**src/rtl/lsu.sv**
```systemverilog
// Load/store unit: registers execute results to writeback and runs one outstanding
// data-memory transaction with lane steering. Optional macro: LSU_MISALIGN_TRAP_EN.
module lsu #(
    parameter int ADDR_W = 32,
    parameter int DATA_W = 32
) (
    input  logic              clk,
    input  logic              rst_n,
    input  logic              ex_w_reg_enable_i,
    input  logic              mem_w_reg_enable_i,
    input  logic [4:0]        w_reg_addr_i,
    input  logic [DATA_W-1:0] ex_w_reg_data_i,
    input  logic              r_mem_enable_i,
    input  logic [ADDR_W-1:0] r_mem_addr_i,
    input  logic              w_mem_enable_i,
    input  logic [ADDR_W-1:0] w_mem_addr_i,
    input  logic [DATA_W-1:0] w_mem_data_i,
    input  logic [2:0]        data_type_i,
    output logic              mem_req_o,
    output logic              mem_we_o,
    output logic [ADDR_W-1:0] mem_addr_o,
    output logic [3:0]        mem_wstrb_o,
    output logic [DATA_W-1:0] mem_wdata_o,
    input  logic              mem_ack_i,
    input  logic [DATA_W-1:0] mem_rdata_i,
    output logic              w_reg_enable_o,
    output logic [4:0]        w_reg_addr_o,
    output logic [DATA_W-1:0] w_reg_data_o,
    output logic              stall_o,
    output logic              misalign_o
);

    // data_type_bus encoding: no=0, byte=1, half=2, word=3, ubyte=4, uhalf=5
    typedef enum logic [2:0] {
        DT_NO    = 3'd0,
        DT_BYTE  = 3'd1,
        DT_HALF  = 3'd2,
        DT_WORD  = 3'd3,
        DT_UBYTE = 3'd4,
        DT_UHALF = 3'd5
    } data_type_e;

    typedef enum logic [1:0] {
        S_IDLE,
        S_BUSY,
        S_RESP
    } state_e;

    state_e              state_q, state_d;
    logic                mem_we_q, mem_we_d;
    logic [ADDR_W-1:0]   mem_addr_q, mem_addr_d;
    logic [3:0]          mem_strb_q, mem_strb_d;
    logic [DATA_W-1:0]   mem_wdata_q, mem_wdata_d;
    data_type_e          type_q, type_d;
    logic [1:0]          off_q, off_d;
    logic                ld_en_q, ld_en_d;
    logic                wb_en_q, wb_en_d;
    logic [4:0]          wb_addr_q, wb_addr_d;
    logic [DATA_W-1:0]   wb_data_q, wb_data_d;

    logic                mem_op;
    logic [ADDR_W-1:0]   req_addr;
    data_type_e          req_dt;
    logic                req_is_byte, req_is_half;
    logic [1:0]          req_off;
    logic [3:0]          req_strb;
    logic [DATA_W-1:0]   req_wdata;
    logic [7:0]          ld_byte;
    logic [15:0]         ld_half;
    logic [DATA_W-1:0]   ld_data;

    assign mem_op   = w_mem_enable_i | r_mem_enable_i;
    assign req_addr = w_mem_enable_i ? w_mem_addr_i : r_mem_addr_i;

    always_comb begin
        req_dt = DT_WORD;
        case (data_type_i)
            DT_BYTE, DT_HALF, DT_UBYTE, DT_UHALF: req_dt = data_type_e'(data_type_i);
            default:                              req_dt = DT_WORD;
        endcase
    end

    assign req_is_byte = (req_dt == DT_BYTE) || (req_dt == DT_UBYTE);
    assign req_is_half = (req_dt == DT_HALF) || (req_dt == DT_UHALF);

    // Offset is always forced to natural alignment; with the trap enabled a
    // misaligned access never reaches the port, so this only matters without it.
    always_comb begin
        if (req_is_byte) begin
            req_off   = req_addr[1:0];
            req_strb  = 4'b0001 << req_off;
            req_wdata = {4{w_mem_data_i[7:0]}};
        end else if (req_is_half) begin
            req_off   = {req_addr[1], 1'b0};
            req_strb  = 4'b0011 << req_off;
            req_wdata = {2{w_mem_data_i[15:0]}};
        end else begin
            req_off   = 2'b00;
            req_strb  = 4'b1111;
            req_wdata = w_mem_data_i;
        end
    end

`ifdef LSU_MISALIGN_TRAP_EN
    logic req_misalign;
    logic misalign_q, misalign_d;

    assign req_misalign = (req_is_half && req_addr[0]) ||
                          (!req_is_byte && !req_is_half && (req_addr[1:0] != 2'b00));
    assign misalign_o   = misalign_q;

    always_ff @(posedge clk or negedge rst_n) begin
        if (!rst_n) misalign_q <= 1'b0;
        else        misalign_q <= misalign_d;
    end
`else
    assign misalign_o = 1'b0;
`endif

    always_comb begin
        case (off_q)
            2'd0:    ld_byte = mem_rdata_i[7:0];
            2'd1:    ld_byte = mem_rdata_i[15:8];
            2'd2:    ld_byte = mem_rdata_i[23:16];
            default: ld_byte = mem_rdata_i[31:24];
        endcase
        ld_half = off_q[1] ? mem_rdata_i[31:16] : mem_rdata_i[15:0];
        case (type_q)
            DT_BYTE:  ld_data = {{24{ld_byte[7]}}, ld_byte};
            DT_UBYTE: ld_data = {24'd0, ld_byte};
            DT_HALF:  ld_data = {{16{ld_half[15]}}, ld_half};
            DT_UHALF: ld_data = {16'd0, ld_half};
            default:  ld_data = mem_rdata_i;
        endcase
    end

    always_comb begin
        state_d     = state_q;
        stall_o     = 1'b0;
        mem_we_d    = mem_we_q;
        mem_addr_d  = mem_addr_q;
        mem_strb_d  = mem_strb_q;
        mem_wdata_d = mem_wdata_q;
        type_d      = type_q;
        off_d       = off_q;
        ld_en_d     = ld_en_q;
        wb_en_d     = wb_en_q;
        wb_addr_d   = wb_addr_q;
        wb_data_d   = wb_data_q;
`ifdef LSU_MISALIGN_TRAP_EN
        misalign_d  = 1'b0;
`endif
        case (state_q)
            S_IDLE: begin
                if (mem_op) begin
                    stall_o   = 1'b1;
                    wb_en_d   = 1'b0;
                    wb_addr_d = w_reg_addr_i;
                    type_d    = req_dt;
                    off_d     = req_off;
                    ld_en_d   = mem_w_reg_enable_i & ~w_mem_enable_i;
`ifdef LSU_MISALIGN_TRAP_EN
                    if (req_misalign) begin
                        misalign_d = 1'b1;
                        state_d    = S_RESP;
                    end else
`endif
                    begin
                        state_d     = S_BUSY;
                        mem_we_d    = w_mem_enable_i;
                        mem_addr_d  = {req_addr[ADDR_W-1:2], 2'b00};
                        mem_strb_d  = w_mem_enable_i ? req_strb : '0;
                        mem_wdata_d = w_mem_enable_i ? req_wdata : '0;
                    end
                end else begin
                    wb_en_d   = ex_w_reg_enable_i;
                    wb_addr_d = w_reg_addr_i;
                    wb_data_d = ex_w_reg_data_i;
                end
            end
            S_BUSY: begin
                stall_o = 1'b1;
                if (mem_ack_i) begin
                    state_d = S_RESP;
                    wb_en_d = ld_en_q;
                    if (!mem_we_q) wb_data_d = ld_data;
                end
            end
            default: begin
                // Upstream still presents the finished op here; it must not be re-accepted.
                state_d = S_IDLE;
                wb_en_d = 1'b0;
            end
        endcase
    end

    always_ff @(posedge clk or negedge rst_n) begin
        if (!rst_n) begin
            state_q     <= S_IDLE;
            mem_we_q    <= 1'b0;
            mem_addr_q  <= '0;
            mem_strb_q  <= '0;
            mem_wdata_q <= '0;
            type_q      <= DT_WORD;
            off_q       <= '0;
            ld_en_q     <= 1'b0;
            wb_en_q     <= 1'b0;
            wb_addr_q   <= '0;
            wb_data_q   <= '0;
        end else begin
            state_q     <= state_d;
            mem_we_q    <= mem_we_d;
            mem_addr_q  <= mem_addr_d;
            mem_strb_q  <= mem_strb_d;
            mem_wdata_q <= mem_wdata_d;
            type_q      <= type_d;
            off_q       <= off_d;
            ld_en_q     <= ld_en_d;
            wb_en_q     <= wb_en_d;
            wb_addr_q   <= wb_addr_d;
            wb_data_q   <= wb_data_d;
        end
    end

    assign mem_req_o      = (state_q == S_BUSY);
    assign mem_we_o       = mem_we_q;
    assign mem_addr_o     = mem_addr_q;
    assign mem_wstrb_o    = mem_strb_q;
    assign mem_wdata_o    = mem_wdata_q;
    assign w_reg_enable_o = wb_en_q;
    assign w_reg_addr_o   = wb_addr_q;
    assign w_reg_data_o   = wb_data_q;

endmodule

```
**config.mk**
```make
export PLATFORM = sky130hd
export DESIGN_NAME = lsu
export DESIGN_NICKNAME = d
export VERILOG_FILES = /design/src/rtl/lsu.sv
export SDC_FILE = /design/constraint.sdc
export NUM_CORES = 1
export LEC_CHECK = 0
export CAP_MARGIN = 20
export CORE_ASPECT_RATIO = 0.9
export CORE_MARGIN = 2
export CORE_UTILIZATION = 45
export DETAILED_ROUTE_END_ITERATION = 6
export GPL_TIMING_DRIVEN = 0
export PLACE_DENSITY_LB_ADDON = 0.1
export SETUP_SLACK_MARGIN = 0.05
export SLEW_MARGIN = 20
export SYNTH_ARGS = -nofsm -noshare
export SYNTH_HDL_FRONTEND = slang
export SYNTH_SLANG_ARGS = --single-unit
export TNS_END_PERCENT = 5
```
**constraint.sdc**
```tcl
create_clock -name clk -period 4.5 [get_ports clk]
set_input_delay 1.125 -clock clk [delete_from_list [all_inputs] [get_ports clk]]
set_output_delay 1.125 -clock clk [all_outputs]
set_load 0.005 [all_outputs]
```
==> results.toml <==
[status]
status = "finished, final reports clean"

[logic_synthesis]
synth_compound_area_share_pct = 19.5
yosys.area_share.simple_pct = 14.0
synth-adder-area-share_pct = 0
synth-xor-area-share_pct = 0.704
netlist_instances = 639
dominantRegCellSynth = "dfrtp_1"
synth_top_family_by_area = "compound AO/OA/AOI/OAI gates"
async_flop_share_pct = 100
yosysSeqAreaShare_pct = 45.5
yosysWarnings = 0
ys_seq_elements = 113
yosysUniqueCellTypes = 49
synth_mux_area_share_pct = 16.2
synth.avg_cell_area_um2 = 9.73
netlist_area_um2 = 6220
synth_edf_count = 0

[critical_path]
r2r_cells = 6
r2r_setup_slack_ps = 2230
cp.arrival_ps = 2790
endpoint = "stall_o"
r2r_end = "w_reg_data_o[26]$_DFFE_PN0P_"
crit_required_ps = 3380
worstPathMaxFanout = 19
cp-end-kind = "output pin"
cp-start-kind = "input pin"
r2r_start = "state_q[1]$_DFFE_PN0P_"
worstSetupStartpoint = "w_mem_enable_i"
path_class = "input pin to output pin"

[timing]
timing.fmax_ghz = 0.256
setup_viol = 0
hold_violations = 0
worst-slew-pin-transition_ps = 725
drv_slew = 0
period_minus_slack_ps = 3910
fin_ws_ps = 587
fin_crit_sh_pct = 87.0
tns_ps = 0
fin_skew_ps = 8.99
rsz0062_at_grt = "false"
fin_hold_ws_ps = 479
timing.slew.headroom_pct = 51.7

[drt]
ant_nets = 0
wirelength_mm = 22.0
drcViolationCount = 0
first_pass_iters = 5
num_vias = 6454
wl_per_cell_um = 19.6
viasPerCell = 5.76
drtIter0Drc = 445

[clock_tree]
cts_resized = 0
root_buffer = "clkbuf_16"
clk_pin_slew_worst_paths_ps = 50
clk_path_buf_depth = 2
cts_tree = "done"
cts_setup_buffers = 0
cts_sinks = 113
clkLatencyLatePin_ps = 410
ctsHoldBuffers = 0
cts_htree_levels = 4
cts_buffers = 17

[grt]
grt_pass1_vias = 6705
antenna_found_initial = 0
grt_start_max_net_pins = 63
grt_use_total_pct = 30.2
grt_pass1_wl_mm = 34.8
grt.overflow.total = 0

[die]
dieWidth_um = 128
ioPinCount = 285
start_util_pct = 46.4
coreArea_um2 = 13400
core.rowCount = 40
die_area_um2 = 14800
die_h_um = 116

[final_layout]
fill_cells = 994
ff_latch_area_um2 = 2830
post-route-util_pct = 73.8
final_common_cell = "clkdlybuf4s50_1"
drive_gt1_share_pct = 8.60
final_nets = 1115
layout_common_cells = "clkdlybuf4s50_1, dfrtp_1, nand2_1"
syn_to_final_growth_pct = 59.2
antennaDiodeCount = 0
multi_input_area_um2 = 3140

[placement]
gp_congestion = 0.931
dp_hpwl_mm = 16.7
io_buffers = 280
pre_cts_slack_ps = 175

[run]
cap_violations = 0

[hold_path]
hold_path_class = "flop to flop"
min_path_cells = 2

[power]
leakage_nw = 4.12
max-vdd-ir-drop_mv = 0.367
power_density_nw_per_um2 = 632
==> cell usage after synthesis (2+ instances only) <==
library cell	count	area [µm²]
a211oi_1	17	128
a21oi_1	8	40.0
a221oi_1	8	70.1
a22o_1	22	193
a22oi_1	14	105
buf_1	4	15.0
buf_2	14	70.1
buf_4	5	37.5
clkbuf_1	26	97.6
dfrtp_1	111	2780
dfstp_2	2	52.6
inv_1	7	26.3
mux2_2	13	146
mux2i_1	68	681
mux4_2	8	180
nand2_1	106	398
nand2b_1	19	119
nand3_1	9	45.0
nand3b_1	2	15.0
nor2_1	28	105
nor3_1	18	90.1
nor3b_2	2	25.0
o211ai_1	9	67.6
o21ai_0	76	380
o22ai_1	8	50.1
o311ai_0	5	43.8
o311ai_1	3	26.3
or3_1	2	12.5
xnor2_1	5	43.8
==> where the power goes <==
part	total, mW	switching (mW)	internal, mW	leakage (nW)
clock network	1.44	0.467	0.969	0.296
logic	3.02	1.47	1.55	2.43
registers	1.80	0.291	1.51	1.39
==> layer usage <==
layer  vias up  share of wire, %  track usage (%)
li1       2927                 -                -
met1      3146                40             37.9
met2       332                49             50.6
met3        49               8.9             8.82
met4         0               2.7             10.5
met5         -                 0                0
==> worst max-delay path, stage by stage <==
cell	delay, ps
clkdlybuf4s50_1	480
buf_2	470
nor3_1	90
nor2_1	100
clkdlybuf4s50_1	530
==> through the flow <==
step / total power, mW / cells / area (µm²)
2_1_floorplan: 3.20 / 641 / 6220
3_3_place_gp: 4.69 / 1089 / 9240
3_5_place_dp: 4.80 / 1090 / 9270
4_1_cts: 6.26 / 1122 / 9900
5_1_grt: 6.64 / 1121 / 9900
6_report: 6.26 / 1121 / 9900
==> kinds of logic (layout without fill, tap and decap cells) <==
group	after synthesis	in the layout
multiplexers	89	89
buffers and inverters	57	369
other	1	3
AND/OR/NAND/NOR	194	194
AO/OA/AOI/OAI	180	180
flip-flops	113	113
XOR/XNOR	5	5
==> sequential cells by signal (all words and copies together), names as in the netlist <==
register,count
mem_addr_o,30
w_reg_enable_o,1
w_reg_addr_o,5
w_reg_data_o,32
mem_wdata_o,32
mem_wstrb_o,4
type_q,3
state_q,2
mem_we_o,1
ld_en_q,1
off_q,2
==> how the worst min path moves through the flow <==
stage                                     startpoint                         end  slack [ps]
after CTS                 mem_addr_o[30]$_DFFE_PN0P_  mem_addr_o[30]$_DFFE_PN0P_         480
after floorplan                  ld_en_q$_DFFE_PN0P_         ld_en_q$_DFFE_PN0P_         440
after global placement    mem_addr_o[29]$_DFFE_PN0P_  mem_addr_o[29]$_DFFE_PN0P_         460
after global routing      mem_addr_o[26]$_DFFE_PN0P_  mem_addr_o[26]$_DFFE_PN0P_         510
final                     mem_addr_o[31]$_DFFE_PN0P_  mem_addr_o[31]$_DFFE_PN0P_         480
after detailed placement  mem_addr_o[30]$_DFFE_PN0P_  mem_addr_o[30]$_DFFE_PN0P_         470
==> cell type report <==
| type | count | share of cell area [%] |
|---|---|---|
| multi-input combinational | 471 | 31.8 |
| timing repair buffer | 281 | 28.6 |
| sequential | 113 | 28.6 |
| clock buffer | 23 | 4.83 |
| buffer | 48 | 2.19 |
| tap | 168 | 2.12 |
| clock inverter | 9 | 1.57 |
| inverter | 8 | 0.303 |
Note: power is estimated with default switching activity, not from simulation.
